File: config.mk
export PLATFORM = sky130hd
export DESIGN_NAME = seven_segment_mux
export DESIGN_NICKNAME = d
export VERILOG_FILES = /design/src/rtl/seven_segment_mux.sv
export SDC_FILE = /design/constraint.sdc
export NUM_CORES = 1
export LEC_CHECK = 0
export BUFFER_PORTS_ARGS = -buffer_cell sky130_fd_sc_hd__buf_4
export CAP_MARGIN = 20
export CORE_MARGIN = 5
export CORE_UTILIZATION = 51
export CTS_CLUSTER_SIZE = 16
export DETAILED_ROUTE_END_ITERATION = 7
export PLACE_DENSITY = 0.75
export SETUP_SLACK_MARGIN = 0.1
export SYNTH_ARGS = -nofsm -noshare
export SYNTH_HDL_FRONTEND = slang
export SYNTH_SLANG_ARGS = --single-unit
File: constraint.sdc
create_clock -name clk -period 2.1 [get_ports clk]
set_input_delay 0.105 -clock clk [delete_from_list [all_inputs] [get_ports clk]]
set_output_delay 0.105 -clock clk [all_outputs]
set_load 0.01 [all_outputs]
File: src/rtl/seven_segment_mux.sv
// seven_segment_mux
//
// Time-multiplexed driver for common-anode seven-segment displays.
// Each digit is selected in turn for 2^REFRESH_BITS clk cycles.
// The top four bits of the dwell counter give a PWM dimming compare.
// The driver also provides per-digit blink, per-digit decimal points,
// leading-zero blanking and an optional full-hex decode.
// All outputs come straight from flops, so the board pins never glitch.
// Every output is registered from the pre-edge scan state, which gives
// one cycle of latency.
//
// Ports
//   clk         system clock
//   rst         asynchronous, active-high reset
//   digits      4-bit code per digit; digit i = digits[4i+3:4i], digit 0 rightmost
//   dp_in       decimal point request per digit, active high
//   blink_mask  1 = digit blinks with the blink counter MSB
//   lz_blank    1 = suppress leading zeros (digit 0 is never suppressed)
//   brightness  PWM duty (brightness+1)/16; 15 = always lit
//   seg         cathodes {a,b,c,d,e,f,g}, active low
//   dp          decimal point cathode, active low
//   anode       digit enables, active low; one low bit or all high

module seven_segment_mux #(
    parameter int NUM_DIGITS   = 4,
    parameter int REFRESH_BITS = 18,
    parameter int BLINK_BITS   = 25,
    parameter int HEX_MODE     = 0
) (
    input  logic                    clk,
    input  logic                    rst,
    input  logic [4*NUM_DIGITS-1:0] digits,
    input  logic [NUM_DIGITS-1:0]   dp_in,
    input  logic [NUM_DIGITS-1:0]   blink_mask,
    input  logic                    lz_blank,
    input  logic [3:0]              brightness,
    output logic [6:0]              seg,
    output logic                    dp,
    output logic [NUM_DIGITS-1:0]   anode
);

    localparam int IDX_W = (NUM_DIGITS > 1) ? $clog2(NUM_DIGITS) : 1;
    localparam logic [IDX_W-1:0] IDX_LAST = IDX_W'(NUM_DIGITS - 1);
    localparam logic [6:0] SEG_OFF = 7'h7F;

    logic [IDX_W-1:0]        idx_q, idx_d;
    logic [REFRESH_BITS-1:0] dwell_q, dwell_d;
    logic [BLINK_BITS-1:0]   blink_cnt_q, blink_cnt_d;
    logic [NUM_DIGITS-1:0]   anode_q, anode_d;
    logic [6:0]              seg_q, seg_d;
    logic                    dp_q, dp_d;

    logic [3:0]            code_sel;
    logic                  dp_sel;
    logic                  blink_sel;
    logic                  zero_sel;
    logic [NUM_DIGITS-1:0] zero_from;
    logic                  blink_phase;
    logic                  lit;
    logic                  code_undef;
    logic                  lz_hit;
    logic                  blank;

    // Active-low segment patterns. In decimal mode only 0-9 and 'A'
    // have shapes; 11-15 fall through to blank.
    function automatic logic [6:0] decode(input logic [3:0] code);
        logic [6:0] s;
        case (code)
            4'h0:    s = 7'b0000001;
            4'h1:    s = 7'b1001111;
            4'h2:    s = 7'b0010010;
            4'h3:    s = 7'b0000110;
            4'h4:    s = 7'b1001100;
            4'h5:    s = 7'b0100100;
            4'h6:    s = 7'b0100000;
            4'h7:    s = 7'b0001111;
            4'h8:    s = 7'b0000000;
            4'h9:    s = 7'b0000100;
            4'hA:    s = 7'b0001000;
            4'hB:    s = (HEX_MODE != 0) ? 7'b1100000 : SEG_OFF;
            4'hC:    s = (HEX_MODE != 0) ? 7'b0110001 : SEG_OFF;
            4'hD:    s = (HEX_MODE != 0) ? 7'b1000010 : SEG_OFF;
            4'hE:    s = (HEX_MODE != 0) ? 7'b0110000 : SEG_OFF;
            4'hF:    s = (HEX_MODE != 0) ? 7'b0111000 : SEG_OFF;
            default: s = SEG_OFF;
        endcase
        return s;
    endfunction

    // Scan and blink counters.
    always_comb begin
        dwell_d     = dwell_q + REFRESH_BITS'(1);
        idx_d       = idx_q;
        blink_cnt_d = blink_cnt_q + BLINK_BITS'(1);
        if (&dwell_q) begin
            // Explicit wrap keeps idx in range when NUM_DIGITS is not a power of 2.
            idx_d = (idx_q == IDX_LAST) ? '0 : idx_q + IDX_W'(1);
        end
    end

    // zero_from[i] = digits i..NUM_DIGITS-1 are all code 0.
    always_comb begin : lz_chain
        logic run_zero;
        run_zero  = 1'b1;
        zero_from = '0;
        for (int i = NUM_DIGITS - 1; i >= 0; i--) begin
            run_zero     = run_zero && (digits[4*i +: 4] == 4'd0);
            zero_from[i] = run_zero;
        end
    end

    // Select the per-digit inputs for the digit being scanned.
    always_comb begin
        code_sel  = '0;
        dp_sel    = 1'b0;
        blink_sel = 1'b0;
        zero_sel  = 1'b0;
        for (int i = 0; i < NUM_DIGITS; i++) begin
            if (idx_q == IDX_W'(i)) begin
                code_sel  = digits[4*i +: 4];
                dp_sel    = dp_in[i];
                blink_sel = blink_mask[i];
                zero_sel  = zero_from[i];
            end
        end
    end

    assign blink_phase = blink_cnt_q[BLINK_BITS-1];
    assign lit         = (dwell_q[REFRESH_BITS-1 -: 4] <= brightness);
    assign code_undef  = (HEX_MODE == 0) && (code_sel > 4'd10);
    assign lz_hit      = lz_blank && (idx_q != '0) && zero_sel;
    assign blank       = (blink_sel && blink_phase) || lz_hit || code_undef;

    // A blanked digit keeps its anode low while it is lit. Only the
    // segments and dp go dark, so the scan timing stays the same.
    always_comb begin
        anode_d = '1;
        seg_d   = SEG_OFF;
        dp_d    = 1'b1;
        if (lit) begin
            for (int i = 0; i < NUM_DIGITS; i++) begin
                if (idx_q == IDX_W'(i)) begin
                    anode_d[i] = 1'b0;
                end
            end
            if (!blank) begin
                seg_d = decode(code_sel);
                dp_d  = ~dp_sel;
            end
        end
    end

    always_ff @(posedge clk or posedge rst) begin
        if (rst) begin
            idx_q       <= '0;
            dwell_q     <= '0;
            blink_cnt_q <= '0;
            anode_q     <= '1;
            seg_q       <= SEG_OFF;
            dp_q        <= 1'b1;
        end else begin
            idx_q       <= idx_d;
            dwell_q     <= dwell_d;
            blink_cnt_q <= blink_cnt_d;
            anode_q     <= anode_d;
            seg_q       <= seg_d;
            dp_q        <= dp_d;
        end
    end

    assign anode = anode_q;
    assign seg   = seg_q;
    assign dp    = dp_q;

endmodule

[Yosys cells after proc, flatten, opt, wreduce, memory -nomap -nowiden]
Memory sizes are Yosys's and may differ from the RTL's.
Index checks and enable logic that the tools add are counted.
Storage, ports and cells
  register bits after elaboration: 57
  bits in read-only memories: 112
  output and inout port bits: 12
  memories kept: 1
Cells by class
  add/sub/neg operators: 3
  order comparisons: 2
  equal/unequal tests: 3
  multiplexer cells: 26
  bitwise operators: 1
  reductions and logical operators: 15
Memories
  (no name shown): words 16, bits a word 7, rd ports 1, clocked after Yosys merged registers in 0, write ports 0, RTL line 68  | case (code)
Operators by type and width (number)
  $add A25 B1 Y25 const B: 1
  $mux W4: 5
  $add A18 B1 Y18 const B: 1
  $mux W1: 18
  $reduce_and A18 Y1: 1
  $logic_not A4 Y1: 4
  $mux W7: 2
  $logic_and A1 B1 Y1: 6
  $eq A2 B2 Y1 const B: 2
  $gt A4 B4 Y1 const B: 1
  $le A4 B4 Y1: 1
  $add A2 B1 Y2 const B: 1
  $eq A2 B1 Y1 const B: 1
  $logic_not A2 Y1: 1
  $logic_or A1 B1 Y1: 2
  $mux W2: 1
  $reduce_bool A2 Y1: 1
  $not A1 Y1: 1

[Longest topological paths before layout]
  depth in word-level cells: 13
  gate-level depth with buffers: 10
  depth with buffers taken out: 10

[Worst setup path before layout]
Ideal clock, no wire load.
  path kind: register to register
  from: register idx_q[0]
  to: register seg_q[2], in the netlist seg[2]
  library setup time: 75 ps
  arrival: 2217 ps
  required time: 2025 ps
  slack: -192 ps
  stages on the path, launching flop included: 10
  period minus slack after synthesis: 2292 ps
  cells stage by stage: dfrtp_1 > inv_1 > ha_1 > nor2b_4 > a221oi_1 > o31ai_1 > inv_1 > ha_1 > or3_1 > o211ai_2
On the way
  longest elaborated chain between the ends: 10
RTL lines
  start, declared: RTL line 46  | logic [IDX_W-1:0] idx_q, idx_d;
  start signal, assigned: RTL line 162  | idx_q <= idx_d;
  branches (longest 8 deep; another with $mem_v2 Z16 W7)
  $mux W7 (*): RTL line 146  | if (!blank) begin
  $mux W7 (*): RTL line 140  | if (lit) begin
  via seg_d[2]: RTL line 50  | logic [6:0] seg_q, seg_d;
  end signal, assigned: RTL line 166  | seg_q <= seg_d;
  end, declared: RTL line 50
Mark *: on every way through the listed nets, which the timed path passes.
A chain may end at the register's enable or synchronous reset.

[Worst setup path after layout]
  from: register idx_q[0]
  to: register seg_q[3], in the netlist seg[3]
Same word-level chain as after synthesis.

==> metrics.cfg <==
[outcome]
status = finished, final reports clean

[synth]
synth_edf_count = 0
yosys_register_bits = 57
yosysWarnings = 0
yosys_most_used_dff = dfrtp_1
synth_nets = 315
async_flop_share_pct = 100
synth_cell_types = 55
synthCells = 269
synthesis.area_mm2 = 0.00298
ys_seq_area_share_pct = 48.3
syn_area_per_cell_um2 = 11.1

[global_routing]
antenna_found_initial = 0
grt_first_pass_wirelength_um = 10300
gr-total-overflow = 0
grt_usage_pct = 17.6
grt_max_degree = 58
grt_pass1_vias = 2271

[pwr]
combinationalPowerShare_pct = 9.3
swShare_pct = 22.8
p_switching_w = 0.000506
seq_power_share_pct = 50.7
vdd_drop_max_mv = 0.428
intPower_w = 0.00172
clkPwrFrac_pct = 40.0
p_leak_nw = 1.82
p_per_area_mw_per_mm2 = 577
p_total_w = 0.00222

[setup_path]
crit_arrival_ns = 2.27
crit_required_ns = 2.35
cp-start-kind = flop
cp-end-kind = flop
cp_max_fo = 5
crit_type = reg2reg

[routing]
dr.pass1.iters = 4
via_count = 2191
wirelength_um = 6110
drtIter0Drc = 98
routedWlPerCell_um = 14.9
ant_nets = 0
drc = 0
drt-vias-per-instance = 5.33

[clocking]
cts_root_buf = clkbuf_8
cts_sinks = 57
numCtsBuffers = 9
htree_levels = 3
clk_pin_slew_ns = 0.06
cts_tree = done
clk-insertion-delay-late_ns = 0.32
ctsLongestPathBuffers = 2

[floorplan]
start_util_pct = 53.2
dieHeight_um = 86.5
ioPinCount = 43
row_count = 27
die_area_mm2 = 0.00748
core_area_mm2 = 0.00561
die_x_um = 86.5

[sta]
min_period_ns = 2.02
whs_ns = 0.100
maxSlewViolCount = 0
fmax_mhz = 494
period_share_pct = 96.4
fin_tns_setup_ns = 0
layout_setup_ws_ns = 0.0757
worst_clock_skew_ns = 0.00623
worst_pin_slew_ns = 0.443
rsz0062_at_grt = true
hold_viol = 0
finalSetupViolCount = 0
relSlewSlack_pct = 70.4

[finish]
area_growth_pct = 29.1
layout_common_cells = buf_4, dfrtp_1, xnor2_1
drive_gt1_share_pct = 38.6
diodes = 0
final_common_cell = buf_4
nNetsFinal = 380

[run]
maxCapViolations = 0

[worst_hold_path]
hold_path_class = in2reg

[placement]
gp_congestion = 0.830
dpl.hpwl_um = 4250
port_buffers = 42
post-place-ws_ns = -0.0938

[cells by family after synthesis]
kind of cell	synth area share, %
and+or+nand+nor	21.3
DFF	48.3
xor gates and xnor gates	11.4
AOI/OAI and AO/OA	8.18
buffers and inverters	3.69
adders and majority gates	6.29
muxes	0.755
[critical path, cell delays in order, from the launching register on]
cell and delay, ns:
dfrtp_2 0.48, inv_4 0.10, ha_4 0.14, nor2b_4 0.15
a221oi_2 0.06, o31ai_2 0.28, buf_4 0.20, ha_4 0.19
o211a_1 0.22, o21ai_2 0.13
[stage by stage]
stage / instance area, µm² / utilization (%) / instances
detailed placement: 3480 / 62.1 / 387
global placement: 3480 / 62.1 / 387
global route: 3850 / 68.7 / 411
finish: 3850 / 68.7 / 411
floorplan: 3040 / - / 269
CTS: 3750 / 66.8 / 410
[metal layers]
metal	GRT usage [%]	share of wire [%]
met1	22.8	44
met2	28.4	50
met3	3.14	4.1
met4	8.50	2.3
met5	0	0
[Yosys cell counts, drive strengths merged (3+ instances only)]
cell	n	area (µm²)
nand3	21	110
ha	15	188
inv	18	67.6
nor2b	5	38.8
nor2	15	56.3
nor3	6	51.3
nand4	9	77.6
and3	8	55.1
and4	3	28.8
buf	6	42.5
nor4	3	25.0
nand2	20	75.1
dfstp	12	315
xor2	14	123
xnor2	25	219
dfrtp	45	1130
a21oi	5	25.0
nand3b	4	42.5
o21ai	6	33.8
a211oi	3	32.5
[sequential cells by signal, indices dropped and copies added, names as in the netlist]
| name | flops |
|---|---|
| anode | 4 |
| dp | 1 |
| blink_cnt_q | 25 |
| idx_q | 2 |
| seg | 7 |
| dwell_q | 18 |
[power groups by stage]
stage	Sequential [W]	Combinational (W)	Clock, W
6_report	0.00113	0.000206	0.000890
5_1_grt	0.00113	0.000226	0.000975
4_1_cts	0.00113	0.000190	0.000916
3_5_place_dp	0.00115	0.000174	0
3_3_place_gp	0.00115	0.000172	0
2_1_floorplan	0.00116	0.0000718	0
[final timing paths]
| path | slack (ns) | start | cells past startpoint | end |
|---|---|---|---|---|
| min in group asynchronous | 0.39 | rst | 4 | dwell_q[1] |
| max in group asynchronous | 1.40 | rst | 4 | dp |
| max reg2reg | 0.08 | idx_q[0] | 9 | seg[3] |
| min | 0.10 | dp_in[2] | 4 | dp |
| max | 0.08 | idx_q[0] | 9 | seg[3] |
| min reg2reg | 0.47 | blink_cnt_q[8] | 1 | blink_cnt_q[8] |
[what timing repair did]
item                                    CTS  global route
setup buffers                             5             1
endpoints found under the hold margin    46             0
endpoints found under the setup margin    8             8
pin swaps                                10             8
gates resized for setup                   9            21
hold buffers                              2             0
[cell type report]
type                       instances  area, µm²
fill                             441       1750
multi-input combinational        188       1590
sequential                        57       1440
timing repair buffer              60        479
clock buffer                      13        159
tap                               72       90.1
inverter                          18       72.6
clock inverter                     3       15.0
Note: power is estimated with default switching activity, not from simulation.
